===== src/rtl/shift_cmd_pkg.sv =====
// Shared mode encodings and mode FSM state type for the shift-register stage.
package shift_cmd_pkg;

  localparam logic [1:0] CTRL_HOLD  = 2'b00;
  localparam logic [1:0] CTRL_LOAD  = 2'b11;
  localparam logic [1:0] CTRL_LEFT  = 2'b01;
  localparam logic [1:0] CTRL_RIGHT = 2'b10;

  typedef enum logic [1:0] {
    ST_HOLD  = CTRL_HOLD,
    ST_LOAD  = CTRL_LOAD,
    ST_LEFT  = CTRL_LEFT,
    ST_RIGHT = CTRL_RIGHT
  } mode_state_t;

  // Mode sequence advanced by each mode press.
  function automatic mode_state_t next_mode(input mode_state_t cur);
    case (cur)
      ST_HOLD:  return ST_LOAD;
      ST_LOAD:  return ST_LEFT;
      ST_LEFT:  return ST_RIGHT;
      default:  return ST_HOLD;
    endcase
  endfunction

endpackage


===== src/rtl/shift_cmd_gen_btn_debounce.sv =====
// Pushbutton conditioner: 2-FF synchronizer, stability counter, press pulse.
module btn_debounce #(
  parameter int unsigned DB_CYCLES = 2_000_000
) (
  input  logic clk,
  input  logic rst_n,
  input  logic btn_raw,
  output logic level,
  output logic press
);

  localparam int unsigned CW = (DB_CYCLES > 1) ? $clog2(DB_CYCLES) : 1;
  localparam logic [CW-1:0] CNT_LAST = CW'(DB_CYCLES - 1);

  logic          sync_1;
  logic          sync_2;
  logic [CW-1:0] cnt;

  // Level flips after DB_CYCLES consecutive mismatches; press marks a 0->1 flip.
  always_ff @(posedge clk) begin
    if (!rst_n) begin
      sync_1 <= 1'b0;
      sync_2 <= 1'b0;
      cnt    <= '0;
      level  <= 1'b0;
      press  <= 1'b0;
    end else begin
      sync_1 <= btn_raw;
      sync_2 <= sync_1;
      press  <= 1'b0;
      if (sync_2 != level) begin
        if (cnt == CNT_LAST) begin
          cnt   <= '0;
          level <= sync_2;
          press <= sync_2;
        end else begin
          cnt <= cnt + CW'(1);
        end
      end else begin
        cnt <= '0;
      end
    end
  end

endmodule


===== src/rtl/shift_cmd_gen.sv =====
// Front-panel command generator: mode FSM, manual/auto step strobe, serial-in bit.
module shift_cmd_gen
  import shift_cmd_pkg::*;
#(
  parameter int unsigned DB_CYCLES   = 2_000_000,
  parameter int unsigned AUTO_PERIOD = 100_000_000
) (
  input  logic       clk,
  input  logic       rst_n,
  input  logic       btn_mode,
  input  logic       btn_step,
  input  logic       btn_run,
  input  logic       sw_shift,
  output logic [1:0] ctrl,
  output logic       shift,
  output logic       step,
  output logic       run
);

  localparam int unsigned TW = $clog2(AUTO_PERIOD);
  localparam logic [TW-1:0] TICK_LAST = TW'(AUTO_PERIOD - 1);

  logic          mode_press;
  logic          step_press;
  logic          run_press;
  logic [2:0]    levels_unused;
  logic          sw_sync_1;
  logic          sw_sync_2;
  logic [TW-1:0] tick;
  mode_state_t   state;

  btn_debounce #(.DB_CYCLES(DB_CYCLES)) u_db_mode (
    .clk(clk), .rst_n(rst_n), .btn_raw(btn_mode),
    .level(levels_unused[0]), .press(mode_press)
  );

  btn_debounce #(.DB_CYCLES(DB_CYCLES)) u_db_step (
    .clk(clk), .rst_n(rst_n), .btn_raw(btn_step),
    .level(levels_unused[1]), .press(step_press)
  );

  btn_debounce #(.DB_CYCLES(DB_CYCLES)) u_db_run (
    .clk(clk), .rst_n(rst_n), .btn_raw(btn_run),
    .level(levels_unused[2]), .press(run_press)
  );

  // State register doubles as the registered mode code.
  assign ctrl = state;

  // Mode FSM, run toggle, tick counter, step strobe and serial-in sync.
  always_ff @(posedge clk) begin
    if (!rst_n) begin
      state     <= ST_HOLD;
      run       <= 1'b0;
      tick      <= '0;
      step      <= 1'b0;
      sw_sync_1 <= 1'b0;
      sw_sync_2 <= 1'b0;
      shift     <= 1'b0;
    end else begin
      sw_sync_1 <= sw_shift;
      sw_sync_2 <= sw_sync_1;
      shift     <= sw_sync_2;

      if (mode_press) begin
        state <= next_mode(state);
      end

      step <= 1'b0;
      if (run_press) begin
        // Entering run still honours a coincident step press; leaving drops it.
        run  <= ~run;
        tick <= '0;
        if (!run) begin
          step <= step_press;
        end
      end else if (run) begin
        if (tick == TICK_LAST) begin
          tick <= '0;
          step <= 1'b1;
        end else begin
          tick <= tick + TW'(1);
        end
      end else begin
        step <= step_press;
      end
    end
  end

endmodule


===== config.mk =====
export PLATFORM = sky130hd
export DESIGN_NAME = shift_cmd_gen
export DESIGN_NICKNAME = d
export VERILOG_FILES = /design/src/rtl/shift_cmd_pkg.sv /design/src/rtl/shift_cmd_gen_btn_debounce.sv /design/src/rtl/shift_cmd_gen.sv
export SDC_FILE = /design/constraint.sdc
export NUM_CORES = 1
export LEC_CHECK = 0
export BUFFER_PORTS_ARGS = -buffer_cell sky130_fd_sc_hd__clkbuf_2
export CAP_MARGIN = 10
export CELL_PAD_IN_SITES_DETAIL_PLACEMENT = 1
export CELL_PAD_IN_SITES_GLOBAL_PLACEMENT = 2
export CORE_MARGIN = 2
export CORE_UTILIZATION = 42
export DETAILED_ROUTE_END_ITERATION = 10
export PLACE_DENSITY = 0.83
export SKIP_LAST_GASP = 1
export SYNTH_ARGS = -nofsm -noshare
export SYNTH_HDL_FRONTEND = slang
export SYNTH_SLANG_ARGS = --single-unit

===== constraint.sdc =====
create_clock -name clk -period 6.4 [get_ports clk]
set_clock_uncertainty 0.05 [all_clocks]
set_input_delay 0.64 -clock clk [delete_from_list [all_inputs] [get_ports clk]]
set_output_delay 0.64 -clock clk [all_outputs]
set_load 0.03 [all_outputs]

==> impl_metrics.yaml, run 1 <==
synth:
  synth-seq-area-share: 0.450
  syn_area_um2: 4850
  syn_avg_cell_area_um2: 8.65
  yosysUniqueCellTypes: 39
  ys_ff_latch: 109
  synth_nets: 574
  yosysWarnings: 0
  synthCells: 561
finish:
  antenna_cells: 0
  utilization: 0.471
  area_growth_pct: 10.4
  post_route_cells_drive_above_1_share: 0.0614
  layout.cells.non_filler: 713
  final_nets: 578
global_routing:
  grt.overflow.total: 0
  grt_pass1_wl_um: 19500
  grt_pass1_vias: 4157
  grt_max_degree: 22
  grt.total_usage: 0.190
  antenna_found_initial: 0
critical_path:
  crit_fanout: 18
  reg2reg_slack_ns: 4.01
  start_kind: "flop"
  startpoint: "run$_SDFFE_PN0P_"
  crit_end: "tick[12]$_SDFFE_PP0P_"
  r2r_start: "run$_SDFFE_PN0P_"
  path_cells: "and4_1 > nand3_1 > o31ai_2 > buf_4 > nor2_1"
  critPathMaxStageDelay_ns: 0.63
  reg2reg_depth: 5
  required_ns: 6.60
  cp.arrival_ns: 2.58
  endpoint_kind: "flop"
  rr_endpoint: "tick[12]$_SDFFE_PP0P_"
  crit_type: "flop to flop"
  cpMaxStageDelayCell: "o31ai_2"
die:
  ioPinCount: 11
  die_w_um: 111
  die_h_um: 111
  coreArea_um2: 11400
  rows: 39
  start_util: 0.427
  dieArea_um2: 12400
clocking:
  cts_sinks: 109
  cts_buffer_depth: 2
  insertion_delay_ns: 0.36
  cts_made_buffers: 9
  cts_resized: 0
  cts_root_buf: "clkbuf_16"
  cts_setup_buffers: 0
  tritoncts: "built"
  clk_pin_slew_ns: 0.07
  ctsHoldBuffers: 0
  htreeDepth: 3
pwr:
  p_clk_frac: 0.469
  ir_drop_v: 0.000210
  p_per_area_nw_per_um2: 245
  power.switching_uw: 264
  p_leak_nw: 1.64
  p_seq_frac: 0.519
  pwr-share-comb: 0.012
  switching_share: 0.201
  p_int_mw: 1.05
routing:
  dr.max_layer_used: "met4"
  vias_per_cell: 5.60
  dr_wl_met3_um: 341
  wirelength_um: 10900
  drc: 0
  wl_met2_um: 5280
  drtIter0Drc: 125
  wl_met1_um: 5160
  dr.pass1.iters: 4
  avgRoutedWirePerCell_um: 15.3
  vias: 3996
  ant_nets: 0
placed_design:
  portBuffers: 10
  hpwl_um: 7760
  dp.cells: 697
  routabilityCongestion: 0.764
hold_path:
  hold_path_class: "flop to flop"
  min_path_cells: 1
timing:
  finalSetupViolations: 0
  drv_slew: 0
  slew_headroom: 0.568
  finalSetupTns_ns: 0
  worst_pin_slew_ns: 0.644
  rsz0062_at_grt: "false"
  min_period_ns: 2.39
  hold_viol_final: 0
  post-route-period-util: 0.373
  max_freq_mhz: 419
run:
  cap_viol_max_count: 0
outcome:
  outcome: "finished clean"
## Yosys cell counts, drive strengths merged
library cell | n | area, um^2
a211oi | 1 | 7.51
a21oi | 39 | 195
and2 | 13 | 81.3
and3 | 14 | 87.6
and4 | 8 | 70.1
and4b | 1 | 10.0
buf | 8 | 40.0
clkbuf | 13 | 48.8
dfxtp | 109 | 2180
ha | 7 | 87.6
inv | 19 | 71.3
mux2i | 3 | 30.0
nand2 | 38 | 143
nand2b | 4 | 25.0
nand3 | 34 | 183
nand4 | 19 | 119
nand4bb | 1 | 11.3
nor2 | 63 | 236
nor2b | 3 | 18.8
nor3 | 6 | 30.0
nor3b | 1 | 7.51
nor4 | 12 | 75.1
nor4b | 4 | 35.0
nor4bb | 1 | 10.0
o211ai | 3 | 22.5
o21ai | 22 | 110
o311ai | 1 | 8.76
o31ai | 16 | 125
o32a | 1 | 10.0
o41ai | 1 | 8.76
or2 | 2 | 12.5
or3 | 21 | 131
or4 | 20 | 150
or4b | 3 | 30.0
xnor2 | 28 | 245
xor2 | 22 | 193
## cell usage in the layout, fill, tap and decap left out, drive strengths merged, types with 4 or more instances in the layout
| master | instances |
|---|---|
| o31ai | 16 |
| and2 | 13 |
| nor4b | 4 |
| inv | 20 |
| dfxtp | 109 |
| ha | 7 |
| nor3 | 6 |
| nand3 | 34 |
| a21oi | 39 |
| o21ai | 22 |
| buf | 4 |
| nand4 | 19 |
| xnor2 | 28 |
| nand2 | 38 |
| and3 | 14 |
| nand2b | 4 |
| nor2 | 63 |
| xor2 | 22 |
| and4 | 8 |
| or4 | 20 |
| or3 | 21 |
| clkbuf | 21 |
| nor4 | 12 |
## cell families after synthesis
family,synth area share
adders and majority gates,0.0180
xor gates and xnor gates,0.0903
AOI/OAI and AO/OA,0.101
DFF,0.450
muxes,0.00619
buffers and inverters,0.0330
and+or+nand+nor,0.302
## power by group through the flow
stage	clock network, mW	registers, mW	logic, mW
2_1_floorplan	0	0.698	0.0107
3_3_place_gp	0	0.698	0.0162
3_5_place_dp	0	0.698	0.0166
4_1_cts	0.640	0.682	0.0165
5_1_grt	0.662	0.683	0.0187
6_report	0.617	0.682	0.0161
## critical path: cells and delay by family, from the launching register on
family | cells | cell delay [ns]
flops | 1 | 0.52
compound gates | 1 | 0.63
buf+inv | 1 | 0.35
simple gates | 3 | 0.72
## layer usage
metal,track usage,vias up
met5,0,-
met4,0.0593,0
met3,0.0653,10
met2,0.325,19
met1,0.224,1955
li1,-,2012
## state kept, by name, summed over array words and instances, names as in the netlist, 2 cells and up
name	cells
u_db_mode.cnt	21
u_db_run.cnt	21
tick	27
ctrl	2
u_db_step.cnt	21
## through the flow
stage	hold slack (ns)	cell area (um^2)	power [mW]	setup slack, ns
finish	0.387	5360	1.31	4.01
global route	0.408	5360	1.36	3.76
CTS	0.394	5360	1.34	4.00
detailed placement	0.375	5020	0.715	3.98
global placement	0.365	5020	0.714	4.11
floorplan	0.362	4850	0.709	4.24
## how the worst min path moves through the flow
stage | start | end | slack, ns
6_report | sw_sync_1$_SDFF_PN0_ | sw_sync_2$_SDFF_PN0_ | 0.39
5_1_grt | sw_sync_1$_SDFF_PN0_ | sw_sync_2$_SDFF_PN0_ | 0.41
4_1_cts | sw_sync_1$_SDFF_PN0_ | sw_sync_2$_SDFF_PN0_ | 0.39
3_5_place_dp | u_db_mode.sync_1$_SDFF_PN0_ | u_db_mode.sync_2$_SDFF_PN0_ | 0.38
3_3_place_gp | sw_sync_2$_SDFF_PN0_ | shift$_SDFF_PN0_ | 0.37
2_1_floorplan | sw_sync_2$_SDFF_PN0_ | shift$_SDFF_PN0_ | 0.36
## final cells by class
cell class	instances	area, um^2
well taps	143	179
fillers	1348	6010
multi-input cells	412	2510
inverters	19	71.3
flip-flops and latches	109	2180
repair buffers	14	80.1
clock inverters	5	81.3
clock buffers	11	253
(Power assumes the default switching activity.)
==> run 2, diff against run 1 <==
Settings changed: CORE_UTILIZATION 42 to 39, PLACE_DENSITY 0.83 to 0.78.
Clock period 6.4 ns to 2.22 ns, I/O delays scaled along.
==> run 2 against run 1 <==
Effect of this change: via count up 1.4%; die area up 7.4%; power rose to 2.7 times the previous value; non-clock buffer count up 25; critical path depth unchanged; first-iteration DRC count up 34%; combinational power rose to 3.3 times the previous value; utilization down 1.4 points; largest cell class unchanged; clock power up 140%.
==> impl_metrics.yaml, run 2 (synthesis results as in run 1) <==
finish:
  final_common_cell: "dfxtp_1"
  area_growth_pct: 13.7
  top_register: "tick"
  layout.cells.non_filler: 763
  mostFrequentLayoutCells: "dfxtp_1, nor2_1, a21oi_1, nand2_1, nand3_1"
  design_area_um2: 5520
  post_route_cells_drive_above_1_share: 0.0975
  final_nets: 603
  utilization: 0.457
  antenna_cells: 0
  largest_register_ffs: 27
pwr:
  ir_drop_v: 0.000362
  p_clk_frac: 0.422
  power.switching_uw: 750
  p_total_mw: 3.49
  pwr-share-comb: 0.015
  switching_share: 0.215
  p_seq_frac: 0.563
  p_int_mw: 2.74
  p_per_area_nw_per_um2: 633
  p_leak_nw: 1.74
timing:
  slew_headroom: 0.647
  finalSetupTns_ns: 0
  min_period_ns: 2.05
  finalSetupViolations: 0
  max_freq_mhz: 488
  hold_viol_final: 0
  worst_pin_slew_ns: 0.524
  drv_slew: 0
  fin_hold_ws_ns: 0.0226
  setup_slack_ns: 0.169
  post-route-period-util: 0.924
  rsz0062_at_grt: "false"
clocking:
  cts_setup_buffers: 0
  cts_buffer_depth: 2
  cts_made_buffers: 9
  ctsHoldBuffers: 0
  cts_root_buf: "clkbuf_16"
  cts_sinks: 109
  insertion_delay_ns: 0.35
  tritoncts: "built"
  htreeDepth: 3
  clk_pin_slew_ns: 0.07
global_routing:
  grt.total_usage: 0.180
  grt_max_degree: 22
  antenna_found_initial: 0
  grt_pass1_wl_um: 19200
  grt.overflow.total: 0
  grt_pass1_vias: 4098
routing:
  avgRoutedWirePerCell_um: 14.2
  vias: 4053
  dr.pass1.iters: 4
  drc: 0
  ant_nets: 0
  vias_per_cell: 5.31
  drtIter0Drc: 168
  wirelength_um: 10800
critical_path:
  crit_fanout: 20
  required_ns: 2.40
  crit_type: "flop to flop"
  endpoint_kind: "flop"
  cp.arrival_ns: 2.24
  start_kind: "flop"
hold_path:
  hold_path_class: "input pin to flop"
run:
  cap_viol_max_count: 0
die:
  die_h_um: 116
  start_util: 0.402
  coreArea_um2: 12100
  die_w_um: 116
  rows: 40
  dieArea_um2: 13300
  ioPinCount: 11
placed_design:
  dp.cells: 747
  routabilityCongestion: 0.757
  dp_slack_ns: 0.122
  hpwl_um: 7910
  portBuffers: 10
  placed_area_um2: 5250
outcome:
  outcome: "finished clean"
-- run 2: worst max-delay path, stage by stage (launching register included) --
cell and delay [ns]:
dfxtp_1 0.34, or4b_1 0.52, or4_1 0.47, o211ai_1 0.30
buf_12 0.20, a21oi_1 0.05
-- run 2: power by group through the flow --
| stage | logic (mW) | registers [mW] | clock network, mW |
|---|---|---|---|
| after global routing | 0.0585 | 1.97 | 1.62 |
| after CTS | 0.0542 | 1.97 | 1.54 |
| final | 0.0526 | 1.97 | 1.47 |
| after global placement | 0.0535 | 2.01 | 0 |
| after floorplan | 0.0307 | 2.01 | 0 |
| after detailed placement | 0.0541 | 2.01 | 0 |
-- run 2: worst paths after layout --
kind | cells past startpoint | endpoint | from | slack [ns]
worst min register to register | 1 | u_db_mode.sync_2$_SDFF_PN0_ | u_db_mode.sync_1$_SDFF_PN0_ | 0.39
worst min-delay path | 2 | u_db_mode.sync_1$_SDFF_PN0_ | btn_mode | 0.02
worst max register to register | 5 | u_db_mode.cnt[20]$_SDFF_PP0_ | u_db_mode.cnt[7]$_SDFF_PP0_ | 0.17
worst max-delay path | 5 | u_db_mode.cnt[20]$_SDFF_PP0_ | u_db_mode.cnt[7]$_SDFF_PP0_ | 0.17
-- run 2: metal layers --
layer	up-vias	track usage	share of wire	wire length, um
met5	-	0	0	0
li1	2064	-	-	-
met4	0	0.0554	0.013	142
met1	1961	0.226	0.49	5270
met3	7	0.0492	0.028	298
met2	21	0.301	0.47	5110
-- run 2: area by class of cell --
cell class / instances / area (um^2)
multi-input cells: 412 / 2510
flip-flops and latches: 109 / 2180
fillers: 1432 / 6540
inverters: 19 / 71.3
clock buffers: 12 / 236
repair buffers: 39 / 280
clock inverters: 4 / 23.8
well taps: 168 / 210
-- run 2: repair_timing --
| action | 4_1_cts | 5_1_grt |
|---|---|---|
| setup endpoints to repair | 0 | 3 |
| gates resized for setup | 0 | 1 |
| hold endpoints to repair | 0 | 0 |
==> run 3, diff against run 2 <==
Settings changed: CORE_UTILIZATION 39 to 35, PLACE_DENSITY 0.78 to 0.74.
Clock period 2.22 ns to 1.7 ns, I/O delays scaled along.
==> run 3 against run 2 <==
Effect of this change: the run now ends with setup timing left; via count up 9.2%; critical path depth unchanged; register-to-register slack worse by 0.41 ns; critical path type unchanged; non-clock buffer count is 88 higher; routed wire length is 19% higher; flip-flop and latch count is the same; worst setup slack got worse by 0.41 ns; maximum frequency grew 5.5%; combinational power is 79% higher; count of clock-buffer cells in the layout stayed put; die area is 11% higher.
==> impl_metrics.yaml, run 3 (synthesis results as in run 1) <==
pwr:
  ir_drop_v: 0.000561
  p_leak_nw: 2.26
  p_total_mw: 4.78
  p_per_area_nw_per_um2: 722
global_routing:
  grt.total_usage: 0.183
  grt_use_met1: 0.220
  grt-busiest-layer: "met2"
  grt_pass1_vias: 4618
  grt_pass1_wl_um: 21700
  grt.overflow.total: 0
  grt_max_degree: 21
  grtUsageMet3: 0.0501
  grtUsageMet2: 0.325
  antenna_found_initial: 0
placed_design:
  hpwl_um: 9260
  dp_slack_ns: -0.279
  routabilityCongestion: 0.774
  dp.cells: 835
  portBuffers: 10
timing:
  slew_headroom: 0.712
  post-route-period-util: 1.14
  worst_pin_slew_ns: 0.431
  fin_hold_ws_ns: 0.0126
  rsz0062_at_grt: "true"
  finalSetupViolations: 57
  hold_viol_final: 0
  setup_slack_ns: -0.243
  max_freq_mhz: 515
  drv_slew: 0
  min_period_ns: 1.94
die:
  dieArea_um2: 14800
  coreArea_um2: 13700
  die_w_um: 122
  rows: 43
  start_util: 0.354
  ioPinCount: 11
  die_h_um: 122
clocking:
  clk_pin_slew_ns: 0.07
  insertion_delay_ns: 0.35
  cts_made_buffers: 9
  cts_root_buf: "clkbuf_16"
  cts_sinks: 109
  htreeDepth: 3
  cts_buffer_depth: 2
  tritoncts: "built"
finish:
  top_register: "tick"
  final_common_cell: "buf_4"
  largest_register_ffs: 27
  area_growth_pct: 36.5
  utilization: 0.483
  fillers: 1594
  final_nets: 691
  multiInputGateArea_um2: 2830
  mostFrequentLayoutCells: "buf_4, dfxtp_1, nor2_1, nand2_1, nand3_1"
  post_route_cells_drive_above_1_share: 0.331
  seqCellArea_um2: 2230
  antenna_cells: 0
  layout.cells.non_filler: 863
hold_path:
  hold_path.startpoint: "sw_shift"
  hold_path_class: "input pin to flop"
  min_to: "sw_sync_1$_SDFF_PN0_"
  min_path_cells: 2
routing:
  drtIter0Drc: 168
  vias_per_cell: 5.13
  wirelength_um: 12900
  vias: 4427
  drc: 0
  ant_nets: 0
  avgRoutedWirePerCell_um: 14.9
  dr.pass1.iters: 4
critical_path:
  worst-path-buf-inv: 1
  cp.arrival_ns: 2.12
  cpMaxStageDelayCell: "or4b_1"
  crit_type: "flop to flop"
  path_cells: "or4b_1 > or4_4 > o211ai_1 > buf_6 > a21oi_1"
  reg2reg_depth: 5
  critPathMaxStageDelay_ns: 0.51
  rr_endpoint: "u_db_mode.cnt[19]$_SDFF_PP0_"
  reg2reg_slack_ns: -0.24
  r2r_start: "u_db_mode.cnt[7]$_SDFF_PP0_"
  cp_top_family: "simple AND/OR/NAND/NOR gates"
  crit_fanout: 20
  endpoint_kind: "flop"
  required_ns: 1.88
  start_kind: "flop"
outcome:
  violations: "setup timing"
  outcome: "finished, violations left"
run:
  cap_viol_max_count: 0
==> run 3: worst register-to-register path, cell delays in order (launching register included) <==
cell and delay [ns]:
dfxtp_2 0.32, or4b_1 0.51, or4_4 0.44, o211ai_1 0.22, buf_6 0.22, a21oi_1 0.07
==> run 3: routing by layer <==
metal,share of wire,wire (um)
met4,0.010,130
met2,0.50,6510
met1,0.46,5970
met3,0.021,274
met5,0,0
==> run 3: how the worst max path moves through the flow <==
| stage | slack [ns] | cells after the start | start | to |
|---|---|---|---|---|
| after floorplan | -0.14 | 5 | u_db_mode.cnt[7]$_SDFF_PP0_ | u_db_mode.cnt[18]$_SDFF_PP0_ |
| after global placement | -0.24 | 5 | u_db_mode.cnt[7]$_SDFF_PP0_ | u_db_mode.cnt[3]$_SDFF_PP0_ |
| after detailed placement | -0.28 | 5 | u_db_mode.cnt[7]$_SDFF_PP0_ | u_db_mode.cnt[3]$_SDFF_PP0_ |
| after CTS | -0.25 | 5 | u_db_run.cnt[16]$_SDFF_PP0_ | u_db_run.cnt[15]$_SDFF_PP0_ |
| after global routing | -0.32 | 5 | u_db_run.cnt[16]$_SDFF_PP0_ | u_db_run.cnt[15]$_SDFF_PP0_ |
| final | -0.24 | 5 | u_db_mode.cnt[7]$_SDFF_PP0_ | u_db_mode.cnt[19]$_SDFF_PP0_ |
==> run 3: layout make-up <==
cell class,count,share of cell area
clock buffers,12,0.0372
clock inverters,4,0.00737
inverters,19,0.0108
multi-input cells,412,0.428
flip-flops and latches,109,0.337
well taps,180,0.0340
repair buffers,127,0.146
==> run 3: repair_timing <==
item	4_1_cts	5_1_grt
cloned	1	2
resized for setup	23	67
endpoints found under the hold margin	2	0
hold buffers	2	0
buffers inserted	4	4
setup endpoints to repair	75	92
pin swaps	17	14
==> run 3: report_power, final <==
group	internal (mW)	switching, mW	leakage, nW
clock network	1.18	0.942	0.147
registers	2.55	0.00665	0.897
logic	0.0387	0.0557	1.22
==> run 3: stage by stage <==
stage / TNS (ns) / cell area, um^2
6_report: -9.84 / 6620
5_1_grt: -14.69 / 6620
4_1_cts: -9.66 / 6350
3_5_place_dp: -11.50 / 5910
3_3_place_gp: -9.67 / 5910
2_1_floorplan: -5.54 / 4990
